--- config.mk ---
export PLATFORM = sky130hd
export DESIGN_NAME = operand_forward
export DESIGN_NICKNAME = d
export VERILOG_FILES = /design/src/rtl/operand_forward.sv
export SDC_FILE = /design/constraint.sdc
export NUM_CORES = 1
export LEC_CHECK = 0
export ABC_CLOCK_PERIOD_IN_PS = 4520
export CAP_MARGIN = 15
export CORE_ASPECT_RATIO = 2
export CORE_MARGIN = 4
export CORE_UTILIZATION = 44
export DETAILED_ROUTE_END_ITERATION = 6
export PLACE_DENSITY = 0.87
export SLEW_MARGIN = 10
export SYNTH_ARGS = -nofsm -noshare
export SYNTH_HDL_FRONTEND = slang
export SYNTH_SLANG_ARGS = --single-unit
--- constraint.sdc ---
create_clock -name clk -period 4.52 [get_ports clk]
set_clock_uncertainty 0.1 [all_clocks]
set_input_delay 1.13 -clock clk [delete_from_list [all_inputs] [get_ports clk]]
set_output_delay 1.13 -clock clk [all_outputs]
set_load 0.05 [all_outputs]
--- src/rtl/operand_forward.sv ---
// Operand stage behind a registered-read register file: patches in writes the file has not yet exposed.
// Optional build macro OPERAND_FORWARD_X0_ZERO_EN forces operands sourced from x0 to zero.
module operand_forward #(
   parameter int XLEN        = 32,
   parameter int ADDR_BITS   = 4,
   parameter int COUNT_WIDTH = 16
) (
   input  logic                   clk,
   input  logic                   rst,
   input  logic                   clk_enable,
   input  logic                   flush,
   input  logic                   valid_si,
   input  logic [4:0]             rs1_si,
   input  logic [4:0]             rs2_si,
   input  logic [XLEN-1:0]        reg_a,
   input  logic [XLEN-1:0]        reg_b,
   input  logic                   wb_we,
   input  logic [4:0]             wb_rd,
   input  logic [XLEN-1:0]        wb_data,
   output logic [XLEN-1:0]        op_a,
   output logic [XLEN-1:0]        op_b,
   output logic                   valid_s2,
   output logic                   fwd_a,
   output logic                   fwd_b,
   output logic [COUNT_WIDTH-1:0] fwd_count
);

   logic                   eff_we_s;
   logic                   unused_addr_hi_s;
   logic [1:0]             fwd_inc_s;
   logic [COUNT_WIDTH:0]   count_sum_s;

   logic                   valid_s1_q,  valid_s1_d;
   logic [ADDR_BITS-1:0]   rs1_idx_q,   rs1_idx_d;
   logic [ADDR_BITS-1:0]   rs2_idx_q,   rs2_idx_d;
   logic                   pend_v_q,    pend_v_d;
   logic [ADDR_BITS-1:0]   pend_idx_q,  pend_idx_d;
   logic [XLEN-1:0]        pend_data_q, pend_data_d;
`ifdef OPERAND_FORWARD_X0_ZERO_EN
   logic                   rs1_x0_q,    rs1_x0_d;
   logic                   rs2_x0_q,    rs2_x0_d;
`endif
   logic [XLEN-1:0]        op_a_q,      op_a_d;
   logic [XLEN-1:0]        op_b_q,      op_b_d;
   logic                   fwd_a_q,     fwd_a_d;
   logic                   fwd_b_q,     fwd_b_d;
   logic                   valid_s2_q,  valid_s2_d;
   logic [COUNT_WIDTH-1:0] fwd_count_q, fwd_count_d;

   // Priority pick for one operand: live write port, then pending write, then file data.
   function automatic logic [XLEN:0] pick_operand(
      input logic [ADDR_BITS-1:0] rs_idx,
      input logic [XLEN-1:0]      file_data,
      input logic                 live_we,
      input logic [ADDR_BITS-1:0] live_idx,
      input logic [XLEN-1:0]      live_data,
      input logic                 pend_we,
      input logic [ADDR_BITS-1:0] pend_idx,
      input logic [XLEN-1:0]      pend_data
   );
      logic [XLEN:0] res;
      if (live_we && (live_idx == rs_idx)) begin
         res = {1'b1, live_data};
      end else if (pend_we && (pend_idx == rs_idx)) begin
         res = {1'b1, pend_data};
      end else begin
         res = {1'b0, file_data};
      end
      return res;
   endfunction

   assign eff_we_s = wb_we & (wb_rd != 5'd0);
   // Only the low ADDR_BITS of a source address take part in matching.
   assign unused_addr_hi_s = ^{rs1_si >> ADDR_BITS, rs2_si >> ADDR_BITS};

   // Next-state for the s1 capture, operand selection and forward counter.
   always_comb begin
      valid_s1_d  = valid_si & ~flush;
      rs1_idx_d   = rs1_si[ADDR_BITS-1:0];
      rs2_idx_d   = rs2_si[ADDR_BITS-1:0];
      pend_v_d    = eff_we_s;
      pend_idx_d  = wb_rd[ADDR_BITS-1:0];
      pend_data_d = wb_data;
`ifdef OPERAND_FORWARD_X0_ZERO_EN
      rs1_x0_d    = (rs1_si == 5'd0);
      rs2_x0_d    = (rs2_si == 5'd0);
`endif

      {fwd_a_d, op_a_d} = pick_operand(rs1_idx_q, reg_a, eff_we_s, wb_rd[ADDR_BITS-1:0], wb_data,
                                       pend_v_q, pend_idx_q, pend_data_q);
      {fwd_b_d, op_b_d} = pick_operand(rs2_idx_q, reg_b, eff_we_s, wb_rd[ADDR_BITS-1:0], wb_data,
                                       pend_v_q, pend_idx_q, pend_data_q);
`ifdef OPERAND_FORWARD_X0_ZERO_EN
      if (rs1_x0_q) begin
         op_a_d  = {XLEN{1'b0}};
         fwd_a_d = 1'b0;
      end else begin
         op_a_d  = op_a_d;
         fwd_a_d = fwd_a_d;
      end
      if (rs2_x0_q) begin
         op_b_d  = {XLEN{1'b0}};
         fwd_b_d = 1'b0;
      end else begin
         op_b_d  = op_b_d;
         fwd_b_d = fwd_b_d;
      end
`endif

      valid_s2_d  = valid_s1_q & ~flush;
      fwd_inc_s   = {1'b0, fwd_a_d} + {1'b0, fwd_b_d};
      count_sum_s = {1'b0, fwd_count_q} + {{(COUNT_WIDTH-1){1'b0}}, fwd_inc_s};
      // The carry-out bit doubles as the saturation flag.
      if (!valid_s2_d) begin
         fwd_count_d = fwd_count_q;
      end else if (count_sum_s[COUNT_WIDTH]) begin
         fwd_count_d = {COUNT_WIDTH{1'b1}};
      end else begin
         fwd_count_d = count_sum_s[COUNT_WIDTH-1:0];
      end
   end

   // Pipeline and counter registers; everything holds while clk_enable is low.
   always_ff @(posedge clk or posedge rst) begin
      if (rst) begin
         valid_s1_q  <= 1'b0;
         rs1_idx_q   <= {ADDR_BITS{1'b0}};
         rs2_idx_q   <= {ADDR_BITS{1'b0}};
         pend_v_q    <= 1'b0;
         pend_idx_q  <= {ADDR_BITS{1'b0}};
         pend_data_q <= {XLEN{1'b0}};
`ifdef OPERAND_FORWARD_X0_ZERO_EN
         rs1_x0_q    <= 1'b0;
         rs2_x0_q    <= 1'b0;
`endif
         op_a_q      <= {XLEN{1'b0}};
         op_b_q      <= {XLEN{1'b0}};
         fwd_a_q     <= 1'b0;
         fwd_b_q     <= 1'b0;
         valid_s2_q  <= 1'b0;
         fwd_count_q <= {COUNT_WIDTH{1'b0}};
      end else if (clk_enable) begin
         valid_s1_q  <= valid_s1_d;
         rs1_idx_q   <= rs1_idx_d;
         rs2_idx_q   <= rs2_idx_d;
         pend_v_q    <= pend_v_d;
         pend_idx_q  <= pend_idx_d;
         pend_data_q <= pend_data_d;
`ifdef OPERAND_FORWARD_X0_ZERO_EN
         rs1_x0_q    <= rs1_x0_d;
         rs2_x0_q    <= rs2_x0_d;
`endif
         op_a_q      <= op_a_d;
         op_b_q      <= op_b_d;
         fwd_a_q     <= fwd_a_d;
         fwd_b_q     <= fwd_b_d;
         valid_s2_q  <= valid_s2_d;
         fwd_count_q <= fwd_count_d;
      end
   end

   assign op_a      = op_a_q;
   assign op_b      = op_b_q;
   assign fwd_a     = fwd_a_q;
   assign fwd_b     = fwd_b_q;
   assign valid_s2  = valid_s2_q;
   assign fwd_count = fwd_count_q;

endmodule
==> run metrics <==
status=completed; CP startpoint kind=input pin; Worst slew margin=0.409; initial antenna violation count=0; synthesized area=a little over 0.007 mm²; post-synthesis sequential area ratio=0.453; IO Pins=200; Final #Nets=992; CTS tree=built; Clock Path Buffers=2; Final Hold Slack=0.424 ns; Setup TNS Final=0 ns; Initial Utilization=0.449; detailed-router iteration count before antenna repair=5; Seq cells post-synth=129; worst vdd ir=0.272 mV; number of global-route vias before repair=6,694; Post-synth EDFFs=0; hpwl dp=14,700 µm; Tmin final=3.83 ns; drt drc=0; share of the synthesized area in the top cell type=0.453; WHS Path Cells=2; Synth area leaders=dfrtp_1 45%, a221oi_2 6.3%, mux2_2 6.0%, o22ai_1 5.4%, inv_1 5.4%; CP Launch Point=wb_rd[2]; ys async rst share=1.00; Leak=4.16 nW; Vias per Instance=5.81; share of layout cells above drive strength 1=0.164; setup violators final=0; Vias=~6,300; Mapped Cells=~700; PortBufs=197; worst min-delay path class=reg2reg; slowest cell on the critical path=or4_4; grt met3 use=0.0566; PwrDens=399 mW/mm²; Die Ht=188 µm; area delta synth->final=36.1%; total power=3.87 mW; crit path cell chain=clkdlybuf4s50_1 > or4_4 > o21ai_4 > or2_1 > nand2_1 > fa_1 > ha_1 > inv_1 > nor4_2 > buf_4 > nand4_1 > mux2_1; reg2reg end=fwd_count[14]; most used routing layer=met2; worst slew pin tran=0.887 ns; H-tree Lvls=4; met2 Usage GRT=0.441; GRT met1 Usage=0.263; fin crit share=0.847; CTS resizes=0; routability congestion estimate=0.809; FF-to-FF path depth=10; gr ovfl total=0; Skew-Pair Late Insertion Delay=0.41 ns; Worst-path clk slew=0.06 ns; Yosys Warn Count=0; area leader, netlist=dfrtp_1; CP max stage delay=0.57 ns; Routed Antenna Nets=0; most frequent cells after synthesis=129 x dfrtp_1, 103 x inv_1, 69 x o21ai_1; Crit path arrival time=approximately 4 ns; count leader, synth=dfrtp_1; Layout Utilization=0.611; WL/cell=20.5 µm; CTS Buf Count=17; n_diodes=0; gr usage total=0.245; post-layout instance area=between 0.009 and 0.01 mm²; R2R setup slack=1.65 ns; drt initial violations=roughly 320; first-pass GRT wire length=35,500 µm; hold_buf cts=0; maximum fanout along the worst path=6; WP data required=4.71 ns; critical path class=in2reg; root buffer cell=clkbuf_16; Main synth FF type=dfrtp_1; Cell Area, Placed=0.00912 mm²; Post-CTS Repair Setup Buffers=0; Yosys cell types=48; maximum clock frequency=261 MHz; Hold Fails Final Rpt=0; Final Max Slew Viols=0; synthesized net count=821; R2R Path Start=rs1_idx_q[2]; CP endpoint kind=flip-flop; RSZ-0062 raised after global routing=no; Max-Cap Viols=0; Rows=65; core area=0.0159 mm²; syn_area_per_cell=~10 µm²; largest net degree at the start of global routing=130; Die Width=between 90 and 100 µm; WL final=~22,000 µm; die area=0.0184 mm²; CTS sink count=129; end point of the critical path=fwd_count[14]
[critical path, delay by kind of cell]
| family | cells | cell delay (ns) |
|---|---|---|
| simple gates | 5 | 0.95 |
| buf+inv | 3 | 0.79 |
| compound gates | 1 | 0.16 |
| mux | 1 | 0.31 |
| fa+ha+maj | 2 | 0.66 |
[logic make-up after synthesis]
logic type / count (synthesis) / share of synthesized area
buffers and inverters: 167 / 0.112
AOI/OAI and AO/OA: 242 / 0.255
and+or+nand+nor: 97 / 0.0792
adders and majority gates: 2 / 0.00457
xor gates and xnor gates: 22 / 0.0271
muxes: 43 / 0.0678
DFF: 129 / 0.453
[per-layer routing]
layer	up-vias	share of wire
met3	68	0.061
met5	-	0
met4	0	0.044
met2	259	0.54
met1	3110	0.36
li1	2875	-
[worst min path at each step]
stage	from	to	slack (ns)
after floorplan	pend_data_q[10]	pend_data_q[10]	0.40
after global placement	pend_data_q[28]	pend_data_q[28]	0.41
after detailed placement	pend_data_q[26]	pend_data_q[26]	0.42
after CTS	op_b[29]	op_b[29]	0.43
after global routing	pend_data_q[26]	pend_data_q[26]	0.43
final	op_b[29]	op_b[29]	0.42
[sequential cells by signal (all words and copies together) (netlist names)]
signal	count
fwd_a	1
fwd_b	1
fwd_count	16
op_a	32
op_b	32
pend_data_q	32
pend_idx_q	4
pend_v_q	1
rs1_idx_q	4
rs2_idx_q	4
valid_s1_q	1
valid_s2	1
[final cells by class]
cell class / count / area (µm²)
clock buffer: 19 / 443
clock inverter: 12 / 135
inverter: 104 / 394
tap: 201 / 251
fill: 1306 / 6160
sequential: 129 / 3230
timing repair buffer: 215 / 2120
multi-input combinational: 406 / 3120
[layout by cell type, fill, tap and decap left out, types with 3 or more instances in the layout]
master	n
nand2_1	26
clkdlybuf4s50_1	196
xor2_1	11
mux2_1	4
nand2b_1	3
a211oi_1	21
mux2_2	38
nand3_1	6
a221oi_2	30
inv_1	102
nor2_1	6
clkbuf_16	17
a211oi_2	11
dfrtp_1	129
a21oi_1	4
xnor2_1	9
o21ai_1	69
clkinv_2	3
and3_1	36
or2_1	3
o22ai_1	62
buf_4	17
a31oi_1	35
clkinv_4	4
nand4_1	5
[power breakdown]
group | switching, mW | internal [mW]
Sequential | 0.0896 | 1.28
Clock | 0.520 | 0.827
Combinational | 0.718 | 0.434
Total | 1.33 | 2.54
[metrics by stage]
stage | std cells | setup WS [ns]
after floorplan | 702 | 0.816
after global placement | 1055 | 0.283
after detailed placement | 1055 | 0.241
after CTS | 1086 | 0.680
after global routing | 1086 | 0.585
final | 1086 | 0.691
(Power assumes the default switching activity.)
